### src/rtl/pipe_reg_chain.sv
// rtl/pipe_reg_chain.sv - multi-stage valid-tagged pipeline register chain with stall, flush and bubbles
module pipe_reg_chain #(
    parameter int WIDTH  = 32,
    parameter int STAGES = 3,
    parameter int CNTW   = 16
) (
    input  logic                           clk,
    input  logic                           reset,
    input  logic                           in_valid,
    input  logic [WIDTH-1:0]               in_data,
    output logic                           in_ready,
    input  logic [STAGES-1:0]              stall,
    input  logic [STAGES-1:0]              flush,
    output logic                           out_valid,
    output logic [WIDTH-1:0]               out_data,
    input  logic                           out_ready,
    output logic [STAGES-1:0]              stage_valid,
    output logic [STAGES*WIDTH-1:0]        stage_data,
    output logic [$clog2(STAGES+1)-1:0]    occupancy,
    output logic [CNTW-1:0]                flush_count
);

    localparam int OCCW = $clog2(STAGES+1);
    localparam int SUMW = CNTW + OCCW;
    localparam logic [SUMW-1:0] CNT_MAX = SUMW'({CNTW{1'b1}});

    logic [STAGES-1:0]             valid;
    logic [STAGES-1:0]             hold;
    logic [STAGES-1:0]             v_n;
    logic [STAGES-1:0][WIDTH-1:0]  data;
    logic [STAGES-1:0][WIDTH-1:0]  d_n;
    logic [OCCW-1:0]               occ_n;
    logic [OCCW-1:0]               flushed;
    logic [SUMW-1:0]               cnt_sum;

    // Hold propagates upstream through every stage, valid or not.
    always_comb begin
        hold = '0;
        hold[STAGES-1] = stall[STAGES-1] | (valid[STAGES-1] & ~out_ready);
        for (int i = STAGES - 2; i >= 0; i--) begin
            hold[i] = stall[i] | hold[i+1];
        end
    end

    always_comb begin
        v_n = valid;
        d_n = data;
        for (int i = 0; i < STAGES; i++) begin
            if (flush[i]) begin
                v_n[i] = 1'b0;
                d_n[i] = '0;
            end else if (hold[i]) begin
                v_n[i] = valid[i];
                d_n[i] = data[i];
            end else if (i == 0) begin
                v_n[i] = in_valid;
                d_n[i] = in_valid ? in_data : '0;
            end else if (hold[i-1]) begin
                v_n[i] = 1'b0;
                d_n[i] = '0;
            end else begin
                v_n[i] = valid[i-1];
                d_n[i] = data[i-1];
            end
        end
    end

    always_comb begin
        occ_n   = '0;
        flushed = '0;
        for (int i = 0; i < STAGES; i++) begin
            occ_n   = occ_n + OCCW'(v_n[i]);
            flushed = flushed + OCCW'(flush[i] & valid[i]);
        end
        cnt_sum = SUMW'(flush_count) + SUMW'(flushed);
    end

    always_ff @(posedge clk or posedge reset) begin
        if (reset) begin
            valid       <= '0;
            data        <= '0;
            occupancy   <= '0;
            flush_count <= '0;
        end else begin
            valid     <= v_n;
            data      <= d_n;
            occupancy <= occ_n;
            // Saturate rather than wrap so a long-running count stays meaningful.
            flush_count <= (cnt_sum > CNT_MAX) ? {CNTW{1'b1}} : cnt_sum[CNTW-1:0];
        end
    end

    assign in_ready    = ~hold[0];
    assign out_valid   = valid[STAGES-1];
    assign out_data    = data[STAGES-1];
    assign stage_valid = valid;
    assign stage_data  = data;

endmodule

### config.mk
export PLATFORM = sky130hd
export DESIGN_NAME = pipe_reg_chain
export DESIGN_NICKNAME = d
export VERILOG_FILES = /design/src/rtl/pipe_reg_chain.sv
export SDC_FILE = /design/constraint.sdc
export NUM_CORES = 1
export LEC_CHECK = 0
export CAP_MARGIN = 40
export CORE_ASPECT_RATIO = 0.9
export CORE_MARGIN = 2
export CORE_UTILIZATION = 39
export DETAILED_ROUTE_END_ITERATION = 8
export PLACE_DENSITY = 0.77
export REMOVE_ABC_BUFFERS = 1
export SLEW_MARGIN = 40
export SYNTH_ARGS = -nofsm -noshare
export SYNTH_HDL_FRONTEND = slang
export SYNTH_SLANG_ARGS = --single-unit
export TNS_END_PERCENT = 20
### constraint.sdc
create_clock -name clk -period 4.2 [get_ports clk]
set_clock_uncertainty 0.2 [all_clocks]
set_input_delay 0.84 -clock clk [delete_from_list [all_inputs] [get_ports clk]]
set_output_delay 0.84 -clock clk [all_outputs]
set_load 0.02 [all_outputs]
==> Word-level counts from Yosys, hierarchy flattened <==
Cells that the tools add are included.
{ "classes": {"add_sub_neg": 5, "eq_ne": 3, "magnitude_cmp": 1, "n_bitwise": 9, "n_mux": 18} }
{ "op_table": {"columns": ["operator", "count"], "rows": [
  ["two-way mux 32 bit", 9],
  ["adder 16 x 2 -> 17 bit", 1],
  ["greater-than comparator 17 x 16 -> 1 bit (second input constant)", 1],
  ["two-way mux 16 bit", 1],
  ["two-way mux 1 bit", 8],
  ["!= test 2 bit (second input constant)", 3],
  ["adder 1 x 1 -> 2 bit", 2],
  ["adder 2 x 1 -> 2 bit", 2],
  ["bitwise AND 1 bit", 4],
  ["bitwise OR 1 bit", 3],
  ["inverter 1 bit", 2]
]} }
{ "word_totals": {"reg_bits": 117, "output_inout_bits": 151, "word_cells": 42, "inputBits": 42} }

==> Longest topological paths before layout <==
{ "depth": {"word_depth": 10, "mapped_depth": 10, "depth_no_buf": 10} }

==> Least setup slack after synthesis <==
Ideal clock, no wire load.
{ "synth_path": {"path_type": "input to register", "start": "in flush[0]", "end": "reg flush_count[12]", "path_slack_ps": 803, "stages": 10, "arrival_ps": 3070, "t_required_ps": 3872, "setup_ps": 128, "n_path_buf": 0, "cell_sequence": "nand2_1 -> fa_1 -> inv_1 -> ha_1 -> inv_1 -> fa_1 -> nand4b_1 -> nor3_2 -> nand3_1 -> mux2_1"} }
{ "synth_via": {"elab_chain_cells": 6} }
{ "synth_rtl": {"columns": ["element", "line", "rtl"], "rows": [
  ["from (decl)", "13", "input logic [STAGES-1:0] flush,"],
  ["bitwise AND 1 bit (*)", "73", "flushed = flushed + OCCW'(flush[i] & valid[i]);"],
  ["adder 1 x 1 -> 2 bit (*)", "73", null],
  ["adder 2 x 1 -> 2 bit (*)", "73", null],
  ["adder 16 x 2 -> 17 bit (*)", "75", "cnt_sum = SUMW'(flush_count) + SUMW'(flushed);"],
  ["greater-than comparator 17 x 16 -> 1 bit", "89", "flush_count <= (cnt_sum > CNT_MAX) ? {CNTW{1'b1}} : cnt_sum[CNTW-1:0];"],
  ["two-way mux 16 bit (*)", "89", null],
  ["to (signal assigned)", "89", null],
  ["to (decl)", "20", "output logic [CNTW-1:0] flush_count"]
]} }
Mark *: on every way between the ends. The rest lies on a longest branch, timed or not.
A chain may end at the register's enable or synchronous reset.

==> Worst setup path after layout <==
{ "layout_path": {"start": "in stall[1]", "end": "out in_ready"} }
{ "layout_via": {"elab_chain_cells": 3} }
{ "layout_rtl": {"columns": ["element", "line", "rtl"], "rows": [
  ["from (decl)", "12", "input logic [STAGES-1:0] stall,"],
  ["bitwise OR 1 bit (2 in series)", "41", "hold[i] = stall[i] | hold[i+1];"],
  ["inverter 1 bit", "93", "assign in_ready = ~hold[0];"],
  ["to (decl)", "11", "output logic in_ready,"]
]} }
No other way between the ends.

==> results.json <==
{
  "p_switching_uw": 657,
  "finalInstanceArea_sq_um": 7220,
  "synthAdderAreaFrac": 0.0181,
  "switching_share": 0.236,
  "dr_total_vias": 3618,
  "path_cells": "clkdlybuf4s50_1, or4_4, inv_1, clkdlybuf4s50_1",
  "outcome": "finished clean",
  "root_buffer": "clkbuf_16",
  "ir_drop_uv": 215,
  "cts_buffers": 17,
  "final_layout_size_suffix_gt1_frac": 0.0987,
  "critPathMostFrequentCell": "clkdlybuf4s50_1",
  "slew_viol_final": 0,
  "period_needed_ns": 3.74,
  "drt_pass1_iterations": 4,
  "drt-total-wl_um": 12800,
  "core_sq_um": 11600,
  "avgRoutedWirePerCell_um": 18.5,
  "worstSetupStartpoint": "stall[1]",
  "ys_types": 34,
  "dp_hpwl_um": 8560,
  "async_flop_share": 1.00,
  "synth_seq_cells": 117,
  "holdWs_ns": 0.320,
  "worstPathArrival_ns": 2.70,
  "cts_tree": "yes",
  "h-tree-depth": 4,
  "clock-sinks": 117,
  "power_frac_seq": 0.425,
  "synth_compound_gate_area_share": 0.197,
  "synthXorXnorAreaFrac": 0.0131,
  "yosysTopAreaCell": "dfrtp_1",
  "clock_latency_ns": 0.40,
  "p_int_mw": 2.12,
  "hold_viol": 0,
  "die_x_um": 120,
  "cts.path.max_buffers": 2,
  "timing.fmax_mhz": 267,
  "viasPerCell": 5.22,
  "clkPwrFrac": 0.483,
  "synth_most_common_cell": "dfrtp_1",
  "crit_slowest_cell": "clkdlybuf4s50_1",
  "grt_max_degree": 61,
  "synth_area_sq_um": 4690,
  "critPathLaunchType": "primary input",
  "antenna_found_initial": 0,
  "slew-limit-headroom": 0.642,
  "yosysSeqAreaShare": 0.624,
  "crit_type": "in2out",
  "die-height_um": 108,
  "p_comb_frac": 0.091,
  "antenna_cells": 0,
  "reg2reg_from": "stage_valid[2]",
  "yosys.area.top_type_share": 0.624,
  "postSynthCellCount": 353,
  "synth_area_leaders": "dfrtp_1, a22o_1, buf_4",
  "initial_utilization": 0.405,
  "tightest_slew_ns": 0.537,
  "gp_congestion": 0.797,
  "syn_area_per_cell_sq_um": 13.3,
  "finalNetCount": 571,
  "crit_required_ns": 3.16,
  "ys.flop_type": "dfrtp_1",
  "hold_buffers": 0,
  "track_usage": 0.203,
  "drc": 0,
  "overflow": 0,
  "setup_tns_ns": 0,
  "grt_pass1_vias": 3712,
  "die-area_sq_um": 12900,
  "post-cts-setup-buffers": 0,
  "min_from": "stage_data[23]",
  "critPathMaxStageDelay_ns": 0.62,
  "core.rowCount": 37,
  "ant_nets": 0,
  "cts_resized": 0,
  "endpoint_kind": "output port",
  "fillers": 892,
  "path_clk_slew_ns": 0.05,
  "power_density_nw_per_um2": 385,
  "critPathMaxFanout": 3,
  "synth_edf_count": 0,
  "synth_top_family_by_area": "compound AO/OA/AOI/OAI gates",
  "num_io_pins": 193,
  "yosys_warnings": 0,
  "finalCritPeriodShare": 0.891,
  "leakage_nw": 3.22,
  "synthTopCellsByCount": "dfrtp_1, a22o_1, buf_4",
  "setup_viol": 0,
  "drtIter0Drc": 220,
  "synth_mux_area_frac": 0.00720,
  "synth-simple-area-share": 0.0592,
  "rsz0062_at_grt": "no",
  "portBuffers": 192,
  "final_core_util": 0.623,
  "hold_class": "reg2reg",
  "place_area_sq_um": 6640,
  "maxCapViolations": 0,
  "area_growth_pct": 53.8,
  "grt_pass1_wl_um": 19900
}
==> worst max-delay path, delay by kind of cell <==
kind / cells / cell delay (ns)
buffers and inverters: 3 / 1.25
AND/OR/NAND/NOR: 1 / 0.60
==> flip-flops by register name (all words and copies together) (netlist names) <==
name and count:
flush_count 16, out_data 32, occupancy 2, stage_data 64, stage_valid 3
==> routing by layer <==
layer / global-route usage / up-vias / share of wire
met4: 0.0866 / 0 / 0.011
met5: 0 / - / 0
met3: 0.0612 / 10 / 0.071
met2: 0.336 / 146 / 0.50
li1: - / 1609 / -
met1: 0.248 / 1853 / 0.41
==> cell type report <==
class | count | area, sq um | area share
Sequential cell | 117 | 2930 | 0.406
Timing Repair Buffer | 203 | 2070 | 0.287
Multi-Input combinational cell | 174 | 1420 | 0.197
Clock buffer | 22 | 474 | 0.0657
Tap cell | 156 | 195 | 0.0271
Clock inverter | 10 | 80.1 | 0.0111
Inverter | 11 | 46.3 | 0.00642
==> cell usage in the layout, fill, tap and decap left out, drive strengths merged, types with 2 or more instances in the layout <==
| cell type | count |
|---|---|
| clkdlybuf4s50 | 192 |
| dfrtp | 117 |
| a22o | 98 |
| clkbuf | 22 |
| nand2 | 15 |
| inv | 11 |
| nor2 | 11 |
| buf | 11 |
| clkinv | 7 |
| nand3 | 6 |
| xnor2 | 6 |
| a21oi | 5 |
| a31oi | 4 |
| fa | 3 |
| nor2b | 3 |
| mux2 | 3 |
| nor3 | 3 |
| and2 | 2 |
| and3 | 2 |
| nand4 | 2 |
| ha | 2 |
| clkinvlp | 2 |
==> logic make-up (layout without fill, tap and decap cells) <==
logic type      after synthesis  count (layout)
xor+xnor                      7               7
mux                           3               3
flops                       117             117
compound gates              109             109
fa+ha+maj                     5               5
buf+inv                      62             246
simple gates                 50              50
==> power groups by stage <==
stage               Clock (mW)  Combinational [mW]  Sequential [mW]
floorplan                    0              0.0765             1.23
global placement             0               0.241             1.20
detailed placement           0               0.255             1.20
CTS                       1.37               0.256             1.18
global route              1.42               0.277             1.19
finish                    1.34               0.254             1.18
==> path summary, 6_finish.rpt <==
kind | end | slack, ns | cells after the start
max reg2reg | flush_count[12] | 1.18 | 10
min in group asynchronous | stage_data[23] | 0.67 | 2
max | in_ready | 0.46 | 4
max in group asynchronous | stage_data[1] | 2.43 | 3
min reg2reg | stage_data[55] | 0.32 | 1
min | stage_data[55] | 0.32 | 1
==> through the flow <==
step	std cells	power, mW	worst slack [ns]
2_1_floorplan	302	1.30	0.0592
3_3_place_gp	657	1.44	0.265
3_5_place_dp	660	1.46	0.164
4_1_cts	692	2.81	0.466
5_1_grt	693	2.88	0.364
6_report	693	2.78	0.459
(Power assumes the default switching activity.)
